### config.mk
export PLATFORM = sky130hd
export DESIGN_NAME = ps2_keyboard_controller
export DESIGN_NICKNAME = d
export VERILOG_FILES = /design/src/rtl/ps2_keyboard_controller.sv
export SDC_FILE = /design/constraint.sdc
export NUM_CORES = 1
export LEC_CHECK = 0
export BUFFER_PORTS_ARGS = -buffer_cell sky130_fd_sc_hd__buf_4
export CORE_MARGIN = 2
export CORE_UTILIZATION = 60
export CTS_BUF_LIST = sky130_fd_sc_hd__clkbuf_4 sky130_fd_sc_hd__clkbuf_8
export CTS_CLUSTER_DIAMETER = 120
export DETAILED_ROUTE_END_ITERATION = 6
export GPL_TIMING_DRIVEN = 0
export PLACE_DENSITY = 0.79
export SYNTH_ARGS = -nofsm -noshare
export SYNTH_HDL_FRONTEND = slang
export SYNTH_SLANG_ARGS = --single-unit
### constraint.sdc
create_clock -name clk_cpu -period 4.2 [get_ports clk_cpu]
set_clock_uncertainty 0.15 [all_clocks]
set_input_delay 0.42 -clock clk_cpu [delete_from_list [all_inputs] [get_ports clk_cpu]]
set_output_delay 0.42 -clock clk_cpu [all_outputs]
set_load 0.005 [all_outputs]
### src/rtl/ps2_keyboard_controller.sv
`timescale 1ns/1ps
`default_nettype none
// ============================================================================
// Module   : ps2_keyboard_controller
// Purpose  : PS/2 device-to-host receiver with parity/framing checks, a
//            scancode FIFO, 8042-style data/status ports and a level IRQ1.
// Options  : define PS2_GLITCH_FILTER_EN to add an 8-cycle stability filter
//            on the synchronised PS2_CLK/PS2_DAT lines.
// Revision : 1.0 - initial release
// ============================================================================
module ps2_keyboard_controller #(
  parameter int          FIFO_DEPTH  = 8,
  parameter int          TIMEOUT_CYC = 100000,
  parameter logic [15:0] DATA_PORT   = 16'h0060,
  parameter logic [15:0] STATUS_PORT = 16'h0064
) (
  input  logic        clk_cpu,
  input  logic        rst_n,
  input  logic        ps2_clk,
  input  logic        ps2_dat,
  input  logic        io_rd,
  input  logic [15:0] io_port,
  output logic [7:0]  io_rdata,
  output logic        io_rvalid,
  output logic        irq1
);

  localparam int c_PTR_W  = $clog2(FIFO_DEPTH);
  localparam int c_CNT_W  = c_PTR_W + 1;
  localparam int c_TCNT_W = $clog2(TIMEOUT_CYC + 1);
  localparam logic [c_TCNT_W-1:0] c_TOUT = c_TCNT_W'(TIMEOUT_CYC);
  localparam logic [c_CNT_W-1:0]  c_FULL = c_CNT_W'(FIFO_DEPTH);

  localparam logic [1:0] c_IDLE   = 2'd0;
  localparam logic [1:0] c_DATA   = 2'd1;
  localparam logic [1:0] c_PARITY = 2'd2;
  localparam logic [1:0] c_STOP   = 2'd3;

  logic       r_clk_s1, r_clk_s2, r_dat_s1, r_dat_s2, r_clk_prev;
  logic [1:0] w_sync, w_filt;
  logic       w_clk, w_dat, w_fall;

  // Two-flop synchronisers for both asynchronous pins; idle level is high.
  always_ff @(posedge clk_cpu or negedge rst_n) begin
    if (!rst_n) begin
      r_clk_s1 <= 1'b1; r_clk_s2 <= 1'b1;
      r_dat_s1 <= 1'b1; r_dat_s2 <= 1'b1;
    end else begin
      r_clk_s1 <= ps2_clk; r_clk_s2 <= r_clk_s1;
      r_dat_s1 <= ps2_dat; r_dat_s2 <= r_dat_s1;
    end
  end

  assign w_sync = {r_dat_s2, r_clk_s2};

`ifdef PS2_GLITCH_FILTER_EN
  for (genvar g = 0; g < 2; g++) begin : g_filt
    logic [2:0] r_cnt;
    logic       r_out;
    // Output follows the input only once it has held a new value for 8 cycles.
    always_ff @(posedge clk_cpu or negedge rst_n) begin
      if (!rst_n) begin
        r_cnt <= 3'd0;
        r_out <= 1'b1;
      end else if (w_sync[g] == r_out) begin
        r_cnt <= 3'd0;
      end else if (r_cnt == 3'd7) begin
        r_cnt <= 3'd0;
        r_out <= w_sync[g];
      end else begin
        r_cnt <= r_cnt + 3'd1;
      end
    end
    assign w_filt[g] = r_out;
  end
`else
  assign w_filt = w_sync;
`endif

  assign w_clk  = w_filt[0];
  assign w_dat  = w_filt[1];
  assign w_fall = r_clk_prev & ~w_clk;

  // Previous clock level for falling-edge detection.
  always_ff @(posedge clk_cpu or negedge rst_n) begin
    if (!rst_n) r_clk_prev <= 1'b1;
    else        r_clk_prev <= w_clk;
  end

  logic [1:0]          r_state, w_state_nxt;
  logic [2:0]          r_bitcnt;
  logic [7:0]          r_shift;
  logic                r_par;
  logic [c_TCNT_W-1:0] r_tcnt;
  logic                w_tout_hit, w_push, w_perr_set;

  assign w_tout_hit = (r_state != c_IDLE) && (r_tcnt == c_TOUT);

  // Receive FSM state register.
  always_ff @(posedge clk_cpu or negedge rst_n) begin
    if (!rst_n) r_state <= c_IDLE;
    else        r_state <= w_state_nxt;
  end

  // Next state: advance on falling edges; a timeout aborts to IDLE.
  always_comb begin
    w_state_nxt = r_state;
    if (w_tout_hit) begin
      w_state_nxt = c_IDLE;
    end else if (w_fall) begin
      case (r_state)
        c_IDLE:   if (!w_dat) w_state_nxt = c_DATA;
        c_DATA:   if (r_bitcnt == 3'd7) w_state_nxt = c_PARITY;
        c_PARITY: w_state_nxt = c_STOP;
        default:  w_state_nxt = c_IDLE;
      endcase
    end
  end

  // FSM outputs: at the stop bit either deliver the byte or flag an error.
  always_comb begin
    w_push     = 1'b0;
    w_perr_set = 1'b0;
    if (!w_tout_hit && w_fall && (r_state == c_STOP)) begin
      if (w_dat && (^{r_shift, r_par})) w_push     = 1'b1;
      else                              w_perr_set = 1'b1;
    end
  end

  // Frame datapath: bit counter, LSB-first shift register, parity capture.
  always_ff @(posedge clk_cpu or negedge rst_n) begin
    if (!rst_n) begin
      r_bitcnt <= 3'd0;
      r_shift  <= 8'd0;
      r_par    <= 1'b0;
    end else if (w_fall && !w_tout_hit) begin
      case (r_state)
        c_IDLE:   r_bitcnt <= 3'd0;
        c_DATA: begin
          r_shift  <= {w_dat, r_shift[7:1]};
          r_bitcnt <= r_bitcnt + 3'd1;
        end
        c_PARITY: r_par <= w_dat;
        default:  ;
      endcase
    end
  end

  // Mid-frame inactivity counter; held at zero while idle.
  always_ff @(posedge clk_cpu or negedge rst_n) begin
    if (!rst_n)                                      r_tcnt <= '0;
    else if ((r_state == c_IDLE) || w_fall || w_tout_hit) r_tcnt <= '0;
    else                                             r_tcnt <= r_tcnt + 1'b1;
  end

  logic [7:0]         r_mem [FIFO_DEPTH];
  logic [c_PTR_W-1:0] r_wptr, r_rptr;
  logic [c_CNT_W-1:0] r_count;
  logic               w_empty, w_full, w_rd_data, w_rd_stat, w_pop, w_push_acc;
  logic               r_perr, r_tout, r_ovr, r_last_valid_unused;
  logic [7:0]         r_last;

  assign w_empty    = (r_count == '0);
  assign w_full     = (r_count == c_FULL);
  assign w_rd_data  = io_rd && (io_port == DATA_PORT);
  assign w_rd_stat  = io_rd && (io_port == STATUS_PORT);
  assign w_pop      = w_rd_data && !w_empty;
  assign w_push_acc = w_push && !w_full;

  // Storage array; contents need no reset because the count gates reads.
  always_ff @(posedge clk_cpu) begin
    if (w_push_acc) r_mem[r_wptr] <= r_shift;
  end

  // FIFO pointers and occupancy; pointers wrap naturally (power-of-two depth).
  always_ff @(posedge clk_cpu or negedge rst_n) begin
    if (!rst_n) begin
      r_wptr  <= '0;
      r_rptr  <= '0;
      r_count <= '0;
    end else begin
      if (w_push_acc) r_wptr <= r_wptr + 1'b1;
      if (w_pop)      r_rptr <= r_rptr + 1'b1;
      case ({w_push_acc, w_pop})
        2'b10:   r_count <= r_count + 1'b1;
        2'b01:   r_count <= r_count - 1'b1;
        default: ;
      endcase
    end
  end

  // Sticky flags: a same-cycle set wins over the status-read clear.
  always_ff @(posedge clk_cpu or negedge rst_n) begin
    if (!rst_n) begin
      r_perr <= 1'b0; r_tout <= 1'b0; r_ovr <= 1'b0;
    end else begin
      r_perr <= w_perr_set          | (r_perr & ~w_rd_stat);
      r_tout <= w_tout_hit          | (r_tout & ~w_rd_stat);
      r_ovr  <= (w_push && w_full)  | (r_ovr  & ~w_rd_stat);
    end
  end

  // I/O read response, last-data register and IRQ level.
  always_ff @(posedge clk_cpu or negedge rst_n) begin
    if (!rst_n) begin
      io_rdata  <= 8'd0;
      io_rvalid <= 1'b0;
      r_last    <= 8'd0;
      irq1      <= 1'b0;
    end else begin
      io_rvalid <= w_rd_data | w_rd_stat;
      irq1      <= !w_empty;
      if (w_rd_data) begin
        io_rdata <= w_empty ? r_last : r_mem[r_rptr];
        if (w_pop) r_last <= r_mem[r_rptr];
      end else if (w_rd_stat) begin
        io_rdata <= {r_perr, r_tout, r_ovr, 4'b0000, !w_empty};
      end
    end
  end

  assign r_last_valid_unused = 1'b0;

endmodule
`default_nettype wire

==> run metrics, run 1 <==
vias in the first global route=between 3000 and 4000; # rows=35; Port Buf Inserts=30; gpl congestion=around 0.83; Syn-to-layout area delta=14.7%; WL final=between 9000 and 10000 um; initial antenna violation count=0; Peak VDD IR=around 420 uV; fin nets=~490; met2 GRT Util=0.349; worst path required time=between 4000 and 5000 ps; GRT met1 Usage=0.278; DP Cell Count=540; LEAKAGE=between 2 and 3 nW; core area=slightly above 0.009 mm2; DIE WIDTH=101 um; share of layout cells above drive strength 1=0.237; # DRC=0; post-CTS sizing=0; total CTS buffers=17; Peak Freq=between 0.2 and 0.3 GHz; Area contributors post-synth=edfxtp_1 34%, dfrtp_1 27%, mux4_2 6.4%, ha_1 3.1%, mux2_2 3.0%; Total Neg Setup Slack=0 ps; startpoint types=flop; sequential share of the synthesized area=0.636; Avg Cell Area, Syn=approximately 14 um2; RSZ-0062 raised after global routing=false; H-Tree Depth=4; Final Hold Viols=0; Post-Syn Instances=399; Synth async-reset ratio=0.511; drt pass-1 iters=4; Seq pwr share=0.500; DR vias=~3300; syn nets=approximately 430; critical path peak fanout=11; FF+latch area=around 0.0036 mm2; status=completed; global routing's busiest layer=met2; Slew Viols, Final=0; Crit Path Category=reg -> reg; Commonest cells post-synth=64 x edfxtp_1, 62 x dfrtp_1, 40 x nand2_1, 31 x nor2_1, 16 x mux4_2; Num Clock Sinks=131; total grt overflow=0; largest net degree at the start of global routing=slightly below 70; final antenna-violating net count=0; Final period util=0.855; Routed wire per std cell=17.0 um; Final Util=0.707; power density cells=between 500 and 600 mW/mm2; GRT Overall Usage=0.213; root buf cell=clkbuf_8; Final Critical Period=roughly 3600 ps; Net Switching=just under 900 uW; Clock power frac=0.354; # IOs=31; Power, Total=3.28 mW; CP Buf/Inv Count=2; Die Footprint=~0.01 mm2; TritonCTS clock tree=built; worst endpoint data arrival time=around 3800 ps; Worst Hold Depth=4; reg2reg path depth=13; worst slew pin tran=about 850 ps; synthesized area=roughly 0.0057 mm2; final setup fails=0; post-synth cell types=50; DR iter-0 viols=263; slowest cell delay on critical path=about 600 ps; EDFF count, synth=64; Post-Layout Cell Count=approximately 580; share of Yosys cell area claimed by the top area cell type=0.339; flops & latches, synth=131; slowest CP cell=dfrtp_1; CTS Hold Bufs=3; Yosys warnings=0; Cell Chain, Critical Path=xor2_1 > xnor3_1 > mux2i_2 > nor3b_2 > buf_4 > inv_1 > ha_1 > xor2_1 > ha_1 > a21oi_1 > xor2_1 > nor2_1 > xor2_1; setup bufs post-CTS=0; multi-input logic area=~0.0019 mm2; first-pass GRT wire length=16200 um; met3 Usage GRT=0.0490; Starting Density=0.616; Worst setup EP type=flop; clock-pin transition on the worst setup and hold timing paths=roughly 80 ps; worst min path class=in -> reg; Filler Cell Count=576; dpl hpwl=6670 um; number of stages on the worst setup path=13; Diodes inserted=0; kind of cell adding the most delay to the critical path=XOR/XNOR gates; worst rel slew slack=0.431; Gate power share=0.146; later-pin clock latency in the skew report=430 ps; Main synth FF type=edfxtp_1; total of max-cap violations=0; CTS max path bufs=2; cell taking the most area after synthesis=edfxtp_1; count leader, synth=edfxtp_1; internal power=about 2.4 mW; Switching Share=0.271; most frequent CP cell=xor2_1; die height=101 um; Via-to-Cell Ratio=5.75
-- power by group through the flow --
| stage | sequential [mW] | combinational, mW | clock, mW |
|---|---|---|---|
| after floorplan | 1.61 | 0.364 | 0 |
| after global placement | 1.65 | 0.455 | 0 |
| after detailed placement | 1.66 | 0.478 | 0 |
| after CTS | 1.64 | 0.483 | 1.18 |
| after global routing | 1.66 | 0.535 | 1.24 |
| final | 1.64 | 0.479 | 1.16 |
-- cell usage in the layout, fill, tap and decap left out, drive strengths merged, types with 15 or more instances in the layout --
cell type   n
clkbuf     23
mux2       16
buf        37
nor2       31
mux4       16
edfxtp     64
nand2      40
o21ai      15
inv        16
dfrtp      62
-- stage by stage --
step / setup WS, ps / cell area, um2 / hold slack, ps
3_5_place_dp: 672 / 6030 / 198
2_1_floorplan: 1200 / 5670 / -25.6
4_1_cts: 648 / 6500 / 175
3_3_place_gp: 858 / 6030 / 196
5_1_grt: 448 / 6500 / 212
6_report: 611 / 6500 / 199
-- registers in the layout (all words and copies together), names as in the netlist --
signal and cells:
io_rdata 8, io_rvalid 1, irq1 1, r_bitcnt 3, r_clk_prev 1, r_clk_s1 1
r_clk_s2 1, r_count 4, r_dat_s1 1, r_dat_s2 1, r_last 8, r_mem 64
r_ovr 1, r_par 1, r_perr 1, r_rptr 3, r_shift 8, r_state 2
r_tcnt 17, r_tout 1, r_wptr 3
-- path summary, 6_finish.rpt --
kind                                        startpoint                       to  slack, ps
min in group asynchronous                        rst_n  io_rdata[3]$_DFFE_PN0P_        450
worst min-delay path                        io_port[2]         r_tout$_DFF_PN0_        200
worst max register to register  r_shift[4]$_DFFE_PN0P_   r_count[2]$_DFFE_PN0P_        610
max in group asynchronous                        rst_n   r_shift[6]$_DFFE_PN0P_       2850
worst max-delay path            r_shift[4]$_DFFE_PN0P_   r_count[2]$_DFFE_PN0P_        610
worst min register to register      r_clk_s1$_DFF_PN1_       r_clk_s2$_DFF_PN1_        210
-- metal layers --
metal | vias up | share of wire
met1 | 1654 | 0.44
li1 | 1566 | -
met2 | 78 | 0.50
met4 | 0 | 0.0099
met5 | - | 0
met3 | 10 | 0.046
-- worst register-to-register path: stages (launching register included) --
cell     delay (ps)
dfrtp_1         590
xor2_1          190
xnor3_1         440
mux2i_2         340
nor3b_2         300
buf_4           220
inv_1            80
ha_1            280
xor2_1          170
ha_1            190
a21oi_1         140
xor2_1          160
nor2_1           70
xor2_1          140
-- cell families (layout without fill, tap and decap cells) --
| family | Yosys count | count (layout) | synth area share |
|---|---|---|---|
| muxes | 38 | 38 | 0.107 |
| xor gates and xnor gates | 29 | 29 | 0.0497 |
| DFF | 131 | 131 | 0.636 |
| adders and majority gates | 14 | 14 | 0.0309 |
| AOI/OAI and AO/OA | 33 | 33 | 0.0349 |
| buffers and inverters | 27 | 92 | 0.0221 |
| and+or+nand+nor | 127 | 127 | 0.119 |
-- cell type report --
class | count | share of cell area
buffer | 13 | 0.0112
clock buffer | 17 | 0.0360
clock inverter | 15 | 0.0316
inverter | 14 | 0.00808
multi-input combinational | 241 | 0.298
sequential | 131 | 0.554
tap | 111 | 0.0214
timing repair buffer | 33 | 0.0393
No activity file was read; power rests on OpenSTA's default activity.
==> run 2: changes to the inputs <==
--- a/config.mk
+++ b/config.mk
@@ -11,7 +11,6 @@
 export CTS_BUF_LIST = sky130_fd_sc_hd__clkbuf_4 sky130_fd_sc_hd__clkbuf_8
 export CTS_CLUSTER_DIAMETER = 120
 export DETAILED_ROUTE_END_ITERATION = 6
-export GPL_TIMING_DRIVEN = 0
 export PLACE_DENSITY = 0.79
 export SYNTH_ARGS = -nofsm -noshare
 export SYNTH_HDL_FRONTEND = slang
==> run metrics, run 2 (synthesized netlist as in run 1, its figures left out) <==
status=completed; final antenna-violating net count=0; reg2reg path depth=12; setup bufs post-CTS=0; Worst setup EP type=flop; WHS Endpoint=io_rdata[5]$_DFFE_PN0P_; worst hold margin=around 200 ps; Diodes inserted=0; # rows=35; first-pass GRT wire length=around 16000 um; Final Hold Viols=0; Routed wire per std cell=about 18 um; clock-pin transition on the worst setup and hold timing paths=~80 ps; worst slew pin tran=1080 ps; final instance area=0.00642 mm2; vias in the first global route=approximately 3200; root buf cell=clkbuf_8; core area=0.00920 mm2; LEAKAGE=2.61 nW; H-Tree Depth=4; Crit Path Category=reg -> reg; hold_sp=io_port[2]; gpl congestion=0.783; Num Clock Sinks=131; number of flip-flops in the largest register=between 60 and 70; most frequent cells in the layout=64 x edfxtp_1, 62 x dfrtp_1, 40 x nand2_1; Peak Freq=~0.28 GHz; dpl hpwl=about 6400 um; initial antenna violation count=0; total CTS buffers=17; power density cells=496 mW/mm2; commonest non-fill, non-tap cell in the layout=edfxtp_1; fin nets=about 480; Syn-to-layout area delta=13.2%; Final Util=0.698; startpoint types=flop; Largest Register=r_mem; worst rel slew slack=0.278; DR vias=3282; DR iter-0 viols=~160; Worst R2R End=r_count[2]$_DFFE_PN0P_; worst path required time=roughly 4400 ps; # DRC=0; final setup fails=0; Port Buf Inserts=30; Via-to-Cell Ratio=around 5.8; post-CTS sizing=0; total of max-cap violations=0; die height=between 100 and 150 um; Die Footprint=approximately 0.01 mm2; Worst Hold Depth=3; WL final=between 9000 and 10000 um; Final Critical Period=around 3600 ps; share of layout cells above drive strength 1=0.232; Placed Area=roughly 0.006 mm2; Slew Viols, Final=0; # IOs=31; Starting Density=0.616; worst endpoint data arrival time=3760 ps; Total Neg Setup Slack=0 ps; TritonCTS clock tree=built; r2r startpoint=r_shift[5]$_DFFE_PN0P_; largest net degree at the start of global routing=a little under 70; total grt overflow=0; biggest regs=r_mem (64), r_tcnt (17); worst reg-to-reg setup slack=600 ps; Final period util=0.856; RSZ-0062 raised after global routing=false; CTS Hold Bufs=3; worst min path class=in -> reg; GRT Overall Usage=0.213; later-pin clock latency in the skew report=around 440 ps; critical path peak fanout=11; drt pass-1 iters=5; CTS max path bufs=2; Peak VDD IR=between 300 and 400 uV; DIE WIDTH=~100 um
## run 2: cell count changes in the layout (fill, tap and decap cells not counted), sizes merged
cell    change
clkinv      -5
clkbuf      -6
inv         +8
buf         -5
bufinv      -3
## run 2: cell type report
type                    instances  area, um2
repair buffers                 35        270
inverters                      14       52.6
clock inverters                15        180
multi-input cells             241       1940
well taps                     111        139
flip-flops and latches        131       3600
fillers                       619       2780
clock buffers                  17        234
## run 2: metrics by stage
stage / instances / power, mW / setup slack (ps)
after detailed placement: 529 / 2.12 / 695
after global routing: 564 / 3.35 / 331
after global placement: 529 / 2.09 / 820
after floorplan: 399 / 1.98 / 1200
after CTS: 564 / 3.21 / 639
final: 564 / 3.19 / 604
## run 2: where the power goes
group / internal [mW] / total, mW / switching, mW
Sequential: 1.49 / 1.64 / 0.144
Combinational: 0.242 / 0.463 / 0.222
Clock: 0.509 / 1.09 / 0.577
## run 2: worst max-delay path by stage
stage / from / to / slack (ps) / cells after the start
after global routing: r_shift[5]$_DFFE_PN0P_ / r_count[2]$_DFFE_PN0P_ / 330 / 12
after CTS: r_shift[4]$_DFFE_PN0P_ / r_count[2]$_DFFE_PN0P_ / 640 / 12
after floorplan: r_shift[1]$_DFFE_PN0P_ / r_count[2]$_DFFE_PN0P_ / 1200 / 13
after detailed placement: r_shift[4]$_DFFE_PN0P_ / r_count[2]$_DFFE_PN0P_ / 700 / 12
final: r_shift[5]$_DFFE_PN0P_ / r_count[2]$_DFFE_PN0P_ / 600 / 12
after global placement: r_shift[4]$_DFFE_PN0P_ / r_count[2]$_DFFE_PN0P_ / 820 / 12
## run 2: metal layers
layer,up-vias,share of wire,track usage
met5,-,0,0
met4,0,0.010,0.0717
met3,9,0.073,0.0669
met2,113,0.48,0.336
met1,1612,0.43,0.287
li1,1548,-,-
## run 2: critical path: stages (launching register included)
cell and delay [ps]:
dfrtp_1 480, xnor2_1 290, xnor3_1 410, mux2i_2 280
nor3b_2 560, inv_1 140, ha_1 300, xor2_1 170
ha_1 190, a21oi_1 140, xor2_1 160, nor2_1 60
xor2_1 140
==> run 3: changes to the inputs <==
--- a/config.mk
+++ b/config.mk
@@ -6,7 +6,7 @@
 export NUM_CORES = 1
 export LEC_CHECK = 0
 export BUFFER_PORTS_ARGS = -buffer_cell sky130_fd_sc_hd__buf_4
-export CORE_MARGIN = 2
+export CORE_MARGIN = 1
 export CORE_UTILIZATION = 60
 export CTS_BUF_LIST = sky130_fd_sc_hd__clkbuf_4 sky130_fd_sc_hd__clkbuf_8
 export CTS_CLUSTER_DIAMETER = 120
==> run metrics, run 3 (synthesized netlist as in run 1, its figures left out) <==
Post-Layout Cell Count=about 560; Port Buf Inserts=30; TritonCTS clock tree=built; global routing's busiest layer=met2; worst setup margin=roughly 530 ps; slowest cell delay on critical path=approximately 560 ps; met2 GRT Util=0.372; most frequent cells in the layout=64 x edfxtp_1, 62 x dfrtp_1, 40 x nand2_1; Final Critical Period=3670 ps; Routed wire per std cell=around 18 um; critical path peak fanout=11; # rows=35; Peak VDD IR=353 uV; Final Hold Viols=0; CTS max path bufs=2; Filler Cell Count=612; # IOs=31; GRT Overall Usage=0.228; worst rel slew slack=0.265; met3 Usage GRT=0.0450; final antenna-violating net count=0; worst min path class=reg -> reg; Diodes inserted=0; Final period util=0.873; FF+latch area=0.00360 mm2; kind of cell adding the most delay to the critical path=XOR/XNOR gates; drt pass-1 iters=5; Slew Viols, Final=0; final setup fails=0; clock-pin transition on the worst setup and hold timing paths=around 80 ps; multi-input logic area=between 0.0015 and 0.002 mm2; DIE WIDTH=a little under 100 um; worst slew pin tran=roughly 1100 ps; Syn-to-layout area delta=13.3%; vias in the first global route=approximately 3200; Largest Register=r_mem; Total Neg Setup Slack=0 ps; Via-to-Cell Ratio=slightly below 6; die height=99.2 um; Worst setup EP type=flop; later-pin clock latency in the skew report=~430 ps; DR iter-0 viols=166; Cell Chain, Critical Path=xor2_1 > xnor3_1 > mux2i_2 > nor3b_2 > inv_1 > ha_1 > xor2_1 > ha_1 > a21oi_1 > xor2_1 > nor2_1 > xor2_1; Die Footprint=a little under 0.01 mm2; Crit Path Category=reg -> reg; number of flip-flops in the largest register=64; GRT met1 Usage=0.297; WL final=around 10000 um; CP Buf/Inv Count=1; DP Cell Count=approximately 530; largest net degree at the start of global routing=68; gpl congestion=roughly 0.76; total grt overflow=0; status=completed; power density cells=497 mW/mm2; total CTS buffers=17; startpoint types=flop; share of layout cells above drive strength 1=0.232; biggest regs=r_mem (64), r_tcnt (17); total of max-cap violations=0; H-Tree Depth=4; post-CTS sizing=0; Starting Density=0.616; RSZ-0062 raised after global routing=false; Num Clock Sinks=131; fin nets=approximately 480; first-pass GRT wire length=16400 um; core area=0.00920 mm2; dpl hpwl=6480 um; worst endpoint data arrival time=3820 ps; Final Util=0.698; Placement Setup Slack=roughly 620 ps; initial antenna violation count=0; # DRC=0; Power, Total=3.19 mW; worst path required time=around 4400 ps; DR vias=between 3000 and 4000; most frequent CP cell=xor2_1; Peak Freq=0.273 GHz; slowest CP cell=nor3b_2; commonest non-fill, non-tap cell in the layout=edfxtp_1; setup bufs post-CTS=0; root buf cell=clkbuf_8; LEAKAGE=2.61 nW
## run 3: changes by cell type in the layout (fill, tap and decap cells not counted)
cell and change:
bufinv_16 +1, clkinv_8 -2, inv_6 -2, clkbuf_8 +1
clkinv_2 +1, inv_8 -2, clkinv_4 +2, clkinvlp_4 +1
## run 3: per-layer routing
layer	up-vias	share of wire
met2	91	0.51
met4	0	0.013
met1	1611	0.43
li1	1540	-
met5	-	0
met3	10	0.047
## run 3: layout make-up
class,count,area share
clock buffer,18,0.0386
clock inverter,14,0.0261
inverter,14,0.00818
multi-input combinational,241,0.302
sequential,131,0.561
tap,111,0.0216
timing repair buffer,35,0.0421
## run 3: final timing paths
path,start,to,slack [ps],cells after the start
setup / recovery,r_shift[4]$_DFFE_PN0P_,r_count[2]$_DFFE_PN0P_,530,12
hold / removal,r_dat_s1$_DFF_PN1_,r_dat_s2$_DFF_PN1_,210,0
setup reg to reg,r_shift[4]$_DFFE_PN0P_,r_count[2]$_DFFE_PN0P_,530,12
hold reg to reg,r_dat_s1$_DFF_PN1_,r_dat_s2$_DFF_PN1_,210,0
max in group asynchronous,rst_n,r_shift[6]$_DFFE_PN0P_,2860,2
min in group asynchronous,rst_n,io_rdata[4]$_DFFE_PN0P_,480,2
## run 3: stage by stage
stage | hold WS [ps] | instance area [um2]
after global routing | 205 | 6420
after global placement | 197 | 5980
after floorplan | -25.6 | 5670
after detailed placement | 201 | 5980
final | 205 | 6420
after CTS | 199 | 6420
## run 3: timing repair
item	4_1_cts	5_1_grt
hold buffers	3	0
endpoints found under the setup margin	0	0
hold endpoints to repair	64	0
## run 3: report_power, final
| group | internal (mW) | switching, mW |
|---|---|---|
| sequential | 1.49 | 0.144 |
| clock | 0.564 | 0.530 |
| combinational | 0.241 | 0.221 |
| total | 2.30 | 0.894 |
